[src/rtl/addsub_nibble_serial_if.sv]
// addsub_nibble_serial_if: operand/result handshake bundle for the nibble-serial add/sub engine
interface addsub_nibble_serial_if #(parameter int W = 16);
    logic         in_valid;
    logic         in_ready;
    logic [W-1:0] op_a;
    logic [W-1:0] op_b;
    logic         sub;
    logic         out_valid;
    logic         out_ready;
    logic [W-1:0] result;
    logic         carry;
    logic         overflow;
    logic         busy;
    modport master (
        output in_valid, op_a, op_b, sub, out_ready,
        input  in_ready, out_valid, result, carry, overflow, busy
    );
    modport slave (
        input  in_valid, op_a, op_b, sub, out_ready,
        output in_ready, out_valid, result, carry, overflow, busy
    );
endinterface

[src/rtl/addsub_nibble_serial.sv]
// addsub_nibble_serial: multi-word add/sub, one 4-bit CLA slice per cycle, LSB nibble first
module addsub_nibble_serial #(
    parameter int NIBBLES = 4
) (
    input logic                   clk,
    input logic                   reset,
    addsub_nibble_serial_if.slave bus
);
    localparam int W  = 4 * NIBBLES;
    localparam int IW = $clog2(NIBBLES) + 1;
    typedef enum logic [1:0] {IDLE, RUN, DONE} state_t;
    state_t         state_q, state_d;
    logic [IW-1:0]  idx_q, idx_d;
    logic [W-1:0]   a_q, a_d, b_q, b_d, acc_q, acc_d, result_q, result_d;
    logic           sub_q, sub_d, cin_q, cin_d, carry_q, carry_d, ovf_q, ovf_d;
    logic [3:0]     na, nb, g, p, sum;
    logic [4:0]     c;
    assign na = a_q[3:0];
    assign nb = b_q[3:0] ^ {4{sub_q}};
    assign g  = na & nb;
    assign p  = na ^ nb;
    assign c[0] = cin_q;
    assign c[1] = g[0] | (p[0] & c[0]);
    assign c[2] = g[1] | (p[1] & g[0]) | (p[1] & p[0] & c[0]);
    assign c[3] = g[2] | (p[2] & g[1]) | (p[2] & p[1] & g[0]) | (p[2] & p[1] & p[0] & c[0]);
    assign c[4] = g[3] | (p[3] & g[2]) | (p[3] & p[2] & g[1]) | (p[3] & p[2] & p[1] & g[0])
                | (p[3] & p[2] & p[1] & p[0] & c[0]);
    assign sum = p ^ c[3:0];
    always_comb begin
        state_d  = state_q;
        idx_d    = idx_q;
        a_d      = a_q;
        b_d      = b_q;
        sub_d    = sub_q;
        cin_d    = cin_q;
        acc_d    = acc_q;
        result_d = result_q;
        carry_d  = carry_q;
        ovf_d    = ovf_q;
        case (state_q)
            IDLE: if (bus.in_valid) begin
                a_d     = bus.op_a;
                b_d     = bus.op_b;
                sub_d   = bus.sub;
                cin_d   = bus.sub;
                idx_d   = '0;
                state_d = RUN;
            end
            RUN: begin
                // operands shift down so the slice always sees the bottom nibble; sums enter at the top
                acc_d = (acc_q >> 4) | (W'(sum) << (W - 4));
                a_d   = a_q >> 4;
                b_d   = b_q >> 4;
                cin_d = c[4];
                idx_d = idx_q + IW'(1);
                if (idx_q == IW'(NIBBLES - 1)) begin
                    result_d = acc_d;
                    carry_d  = c[4];
                    ovf_d    = c[3] ^ c[4];
                    state_d  = DONE;
                end
            end
            DONE: state_d = bus.out_ready ? IDLE : DONE;
            default: state_d = IDLE;
        endcase
    end
    always_ff @(posedge clk) begin
        if (reset) begin
            state_q  <= IDLE;
            idx_q    <= '0;
            a_q      <= '0;
            b_q      <= '0;
            sub_q    <= 1'b0;
            cin_q    <= 1'b0;
            acc_q    <= '0;
            result_q <= '0;
            carry_q  <= 1'b0;
            ovf_q    <= 1'b0;
        end else begin
            state_q  <= state_d;
            idx_q    <= idx_d;
            a_q      <= a_d;
            b_q      <= b_d;
            sub_q    <= sub_d;
            cin_q    <= cin_d;
            acc_q    <= acc_d;
            result_q <= result_d;
            carry_q  <= carry_d;
            ovf_q    <= ovf_d;
        end
    end
    assign bus.in_ready  = state_q == IDLE;
    assign bus.out_valid = state_q == DONE;
    assign bus.busy      = state_q != IDLE;
    assign bus.result    = result_q;
    assign bus.carry     = carry_q;
    assign bus.overflow  = ovf_q;
endmodule

[src/flat_wrapper.sv]
// flat-port wrapper written by rule: the top's interface ports become plain ports
module addsub_nibble_serial_flat 
#(
    parameter int NIBBLES = 4
)
  (clk, reset, bus_in_valid, bus_op_a, bus_op_b, bus_sub, bus_out_ready, bus_in_ready, bus_out_valid, bus_result, bus_carry, bus_overflow, bus_busy);
  addsub_nibble_serial_if #(.W(16)) bus_i ();
  input logic clk;
  input logic reset;
  input wire logic [$bits(bus_i.in_valid)-1:0] bus_in_valid;
  input wire logic [$bits(bus_i.op_a)-1:0] bus_op_a;
  input wire logic [$bits(bus_i.op_b)-1:0] bus_op_b;
  input wire logic [$bits(bus_i.sub)-1:0] bus_sub;
  input wire logic [$bits(bus_i.out_ready)-1:0] bus_out_ready;
  output wire logic [$bits(bus_i.in_ready)-1:0] bus_in_ready;
  output wire logic [$bits(bus_i.out_valid)-1:0] bus_out_valid;
  output wire logic [$bits(bus_i.result)-1:0] bus_result;
  output wire logic [$bits(bus_i.carry)-1:0] bus_carry;
  output wire logic [$bits(bus_i.overflow)-1:0] bus_overflow;
  output wire logic [$bits(bus_i.busy)-1:0] bus_busy;
  assign bus_i.in_valid = bus_in_valid;
  assign bus_i.op_a = bus_op_a;
  assign bus_i.op_b = bus_op_b;
  assign bus_i.sub = bus_sub;
  assign bus_i.out_ready = bus_out_ready;
  assign bus_in_ready = bus_i.in_ready;
  assign bus_out_valid = bus_i.out_valid;
  assign bus_result = bus_i.result;
  assign bus_carry = bus_i.carry;
  assign bus_overflow = bus_i.overflow;
  assign bus_busy = bus_i.busy;
  addsub_nibble_serial #(.NIBBLES(NIBBLES)) u_core (.clk(clk), .reset(reset), .bus(bus_i));
endmodule
[config.mk]
export PLATFORM = sky130hd
export DESIGN_NAME = addsub_nibble_serial_flat
export DESIGN_NICKNAME = d
export VERILOG_FILES = /design/src/rtl/addsub_nibble_serial_if.sv /design/src/rtl/addsub_nibble_serial.sv /design/src/flat_wrapper.sv
export SDC_FILE = /design/constraint.sdc
export NUM_CORES = 1
export LEC_CHECK = 0
export BUFFER_PORTS_ARGS = -buffer_cell sky130_fd_sc_hd__buf_2
export CORE_ASPECT_RATIO = 0.6
export CORE_MARGIN = 10
export CORE_UTILIZATION = 50
export CTS_CLUSTER_DIAMETER = 80
export DETAILED_ROUTE_END_ITERATION = 7
export PLACE_DENSITY = 0.8
export SETUP_SLACK_MARGIN = 0.15
export SLEW_MARGIN = 20
export SYNTH_ARGS = -nofsm -noshare
export SYNTH_HDL_FRONTEND = slang
export SYNTH_SLANG_ARGS = --single-unit
[constraint.sdc]
create_clock -name clk -period 2.1 [get_ports clk]
set_input_delay 0.525 -clock clk [delete_from_list [all_inputs] [get_ports clk]]
set_output_delay 0.525 -clock clk [all_outputs]
set_load 0.05 [all_outputs]
Yosys cells after proc, flatten, opt, wreduce, memory -nomap -nowiden
Index checks and enable logic that the tools add are counted.

operators by class
  add/subtract/negate cells = 1
  equal/unequal tests = 5
  multiplexer cells = 12
  bitwise gates (word level) = 32
  reductions and logical operators = 7

operators with widths
  operator               number
  $pmux W16 S2           2
  $mux W16               2
  $and A1 B1 Y1          16
  $or A12 B16 Y16        1
  $xor A4 B4 Y4          3
  $or A1 B1 Y1           10
  $reduce_and A2 Y1      4
  $mux W2                3
  $pmux W2 S3            1
  $pmux W3 S2            1
  $and A4 B4 Y4          1
  $reduce_bool A2 Y1     2
  $add A3 B1 Y3 const B  1
  $eq A3 B2 Y1 const B   1
  $mux W3                1
  $eq A2 B1 Y1 const B   1
  $eq A2 B2 Y1 const B   1
  $logic_not A2 Y1       1
  $ne A2 B1 Y1 const B   1
  $ne A2 B2 Y1 const B   1
  $pmux W1 S2            1
  $mux W1                1
  $xor A1 B1 Y1          1

word-level totals
  register bits after elaboration = 73
  bits of input ports = 37

Longest topological paths before layout
  depth in word-level cells = 8
  gate-level depth with buffers = 7
  gate-level depth less buffers = 6

Worst setup path after synthesis
No wires, ideal clock.

  path kind = register to register
  from = register u_core.sub_q
  to = register u_core.carry_q (netlist: u_core.bus.carry)
  arrival time = 1.821 ns
  required time = 1.957 ns
  slack = 0.136 ns
  stages on the path, launching flop included = 8
  buffers on the path = 1
  cell sequence = dfxtp_1 -> clkbuf_1 -> xor2_1 -> ha_1 -> a211oi_1 -> o21bai_1 -> a211oi_1 -> nor3_1

on the way
  cells in the longest elaborated chain, start to end = 7

RTL lines
  element                                            RTL line                                                text
  start, declared                                    addsub_nibble_serial.sv:15                              logic sub_q, sub_d, cin_q, cin_d, carry_q, carry_d, ovf_q, ovf_d;
  start signal, assigned                             addsub_nibble_serial.sv:84                              sub_q <= sub_d;
  $xor A4 B4 Y4 *                                    addsub_nibble_serial.sv:19                              assign nb = b_q[3:0] ^ {4{sub_q}};
  $xor A4 B4 Y4 or $and A4 B4 Y4 (tied branches)     addsub_nibble_serial.sv:21, addsub_nibble_serial.sv:20
  $and A1 B1 Y1, on equally long branches            addsub_nibble_serial.sv:26, addsub_nibble_serial.sv:27
  $or A1 B1 Y1 (tied with other cells) (2 in a row)  addsub_nibble_serial.sv:26                              assign c[4] = g[3] | (p[3] & g[2]) | (p[3] & p[2] & g[1]) | (p[3] & p[2] & p[1] & g[0])
  $or A1 B1 Y1 or $and A1 B1 Y1 (tied branches)      addsub_nibble_serial.sv:26, addsub_nibble_serial.sv:27
  $or A1 B1 Y1 *                                     addsub_nibble_serial.sv:27                              | (p[3] & p[2] & p[1] & p[0] & c[0]);
  end signal, assigned                               addsub_nibble_serial.sv:88                              carry_q <= carry_d;
  end, declared                                      addsub_nibble_serial.sv:15

Mark *: on every way between the ends. The rest lies on a longest branch, timed or not.
A chain may end at the register's enable or synchronous reset.

Final worst setup path
  from = register u_core.state_q[0]
  to = output port bus_in_ready

on the way
  cells in the longest elaborated chain, start to end = 1

RTL lines
  element                 RTL line                    text
  start, declared         addsub_nibble_serial.sv:12  state_t state_q, state_d;
  start signal, assigned  addsub_nibble_serial.sv:80  state_q <= state_d;
  $logic_not A2 Y1        addsub_nibble_serial.sv:92  assign bus.in_ready = state_q == IDLE;
  end, declared           flat_wrapper.sv:15          output wire logic [$bits(bus_i.in_ready)-1:0] bus_in_ready;

No other way between the ends.

==> impl_metrics.toml <==
[grt]
met3_usage = 0.0540
grt_pass1_vias = 2592
grt_max_degree = 49
busiest_layer = "met2"
antenna_found_initial = 0
grt_pass1_wl_um = 11800
groute.usage.overall = 0.147
grtUsageMet2 = 0.251
overflow = 0
gr-usage-met1 = 0.168

[worst_hold_path]
holdPathStages = 3
min_from = "bus_op_a[15]"
hold_end = "u_core.a_q[15]"
hold_class = "in -> reg"

[synthesis]
synth-edff-count = 0
yosys_warnings = 0
postSynthNetCount = 394
avgSynthCellArea_um2 = 8.85
syn-cell-area_mm2 = 0.00310
ys_ff_latch = 69
ys_types = 40
ys.flop_type = "dfxtp_1"
ys_async_sr_fraction = 0
ys_seq_area_frac = 0.446
syn_inst = 350

[floorplan]
io_pins = 58
dieArea_mm2 = 0.00985
die_w_um = 122
rows = 22
initial_core_util = 0.512
die_y_um = 81.0
core_mm2 = 0.00606

[setup_path]
path_max_fanout = 7
cp.required_ns = 1.57
reg2reg_to = "u_core.bus.result[14]"
cp_num_cells = 3
r2r_slack_ns = 0.25
cp_cell_sequence = "or2_2, inv_1, buf_2"
slowest_delay_ns = 0.38
slowest_stage = "dfxtp_1"
cp-end-kind = "output port"
path_buf_inv = 2
crit_family = "flip-flops"
r2r-start = "u_core.sub_q"
reg2reg_depth = 6
startpoint_type = "flip-flop"
cp.arrival_ns = 1.35
critPathKind = "reg -> out"

[power]
power.leakage_uw = 0.00146
powerDensity_mw_per_mm2 = 862
ir_drop_uv = 436

[layout]
antenna_cells = 0
final_util = 0.599
layout_common_cells = "nand2_1, dfxtp_1, buf_2"
area_growth_pct = 17.0
num-nets-final = 443
drive_above_1_share = 0.295
mostFrequentLayoutCell = "nand2_1"

[run_status]
outcome = "completed"

[clock_tree]
cts_tree = "done"
root_buffer = "clkbuf_8"
cts_max_path_buffers = 2
insertion_delay_ns = 0.34
cts_buffers = 9
htreeDepth = 3
clk_pin_slew_worst_paths_ns = 0.07
cts.sink_count = 69
cts_hold_buf = 0

[place]
dpl.hpwl_um = 4800
place_ws_ns = 0.173
routabilityCongestion = 0.786
port_buffers = 57

[routing]
dr.pass1.iters = 4
remaining_drc_errors = 0
vias_per_cell = 5.20
drt_wl_total_um = 6880
final_antenna_net_count = 0
vias = 2539
first_iter_violations = 152
routedWlPerCell_um = 14.1

[sta]
timing.slew.headroom = 0.715
rsz0062_at_grt = "no"
skew_ns = 0.0116
setup_violations = 0
hold_violations = 0
layout_min_cycle_time_ns = 1.87
tightest_slew_ns = 0.427
setup-tns-final_ns = 0
slew_violations = 0
max_freq_mhz = 534
fin_ws_ns = 0.227
finalCritPeriodShare = 0.892

[flow_run]
maxCapViolations = 0
[per-layer routing]
metal  wire length (um)  vias up  part of all wire
met5                  0        -                 0
met4                 57        0            0.0083
met3                427        6             0.062
met2               3270       51              0.47
met1               3130     1194              0.45
li1                   -     1288                 -
[layout make-up]
type                       instances  area, um^2
fill                             542        2430
multi-input combinational        251        1540
sequential                        69        1380
timing repair buffer              66         368
clock buffer                       9         124
tap                               84         105
clock inverter                     7         100
inverter                           2        7.51
[cell usage after synthesis, drive strengths merged, types with 3 or more instances]
| cell | n | share of area |
|---|---|---|
| a211oi | 6 | 0.018 |
| a21oi | 30 | 0.048 |
| a22oi | 8 | 0.019 |
| a311oi | 24 | 0.12 |
| buf | 17 | 0.049 |
| clkbuf | 11 | 0.013 |
| dfxtp | 69 | 0.45 |
| ha | 6 | 0.024 |
| nand2 | 99 | 0.13 |
| nand2b | 3 | 0.0061 |
| nand3b | 3 | 0.0073 |
| nor2 | 46 | 0.057 |
| xor2 | 4 | 0.011 |
[through the flow]
step / std cells / hold WS (ns) / power (uW) / instance area, um^2
2_1_floorplan: 350 / 0.432 / 1860 / 3110
3_3_place_gp: 471 / 0.439 / 1930 / 3380
3_5_place_dp: 471 / 0.445 / 1950 / 3380
4_1_cts: 487 / 0.418 / 3150 / 3600
5_1_grt: 488 / 0.428 / 3270 / 3620
6_report: 488 / 0.432 / 3120 / 3620
[worst register-to-register path, delay by kind of cell (launching register included)]
kind                       cells  cell delay (ns)
adders and majority gates      1             0.34
DFF                            1             0.36
AOI/OAI and AO/OA              2             0.46
and+or+nand+nor                2             0.46
xor gates and xnor gates       1             0.17
[what timing repair did]
item | in CTS | in global routing
setup buffers | 0 | 1
endpoints found under the setup margin | 0 | 7
gates resized for setup | 0 | 4
[sequential cells by signal (all words and copies together) (netlist names)]
signal,count
u_core.a_q,16
u_core.acc_q,12
u_core.b_q,16
u_core.bus.carry,1
u_core.bus.overflow,1
u_core.bus.result,16
u_core.cin_q,1
u_core.idx_q,3
u_core.state_q,2
u_core.sub_q,1
[cell families (layout without fill, tap and decap cells)]
family	after synthesis	count (layout)	synth area share
adder cells (fa/ha/maj)	7	7	0.0307
AND/OR/NAND/NOR	162	162	0.220
AO/OA/AOI/OAI	75	75	0.218
buffers and inverters	30	84	0.0650
multiplexers	1	1	0.00323
XOR/XNOR	6	6	0.0170
flip-flops	69	69	0.446
[power breakdown]
part	internal [uW]	switching, uW
clock	671	516
combinational	198	293
sequential	1390	56.7
[worst max path at each step]
stage | from | to | slack (ns)
after floorplan | u_core.sub_q | u_core.bus.carry | 0.18
after global placement | u_core.sub_q | u_core.bus.carry | 0.23
after detailed placement | u_core.sub_q | u_core.bus.carry | 0.17
after CTS | u_core.sub_q | u_core.bus.carry | 0.17
after global routing | u_core.sub_q | u_core.bus.result[14] | 0.08
final | u_core.state_q[0] | bus_in_ready | 0.23
Note: power is estimated with default switching activity, not from simulation.
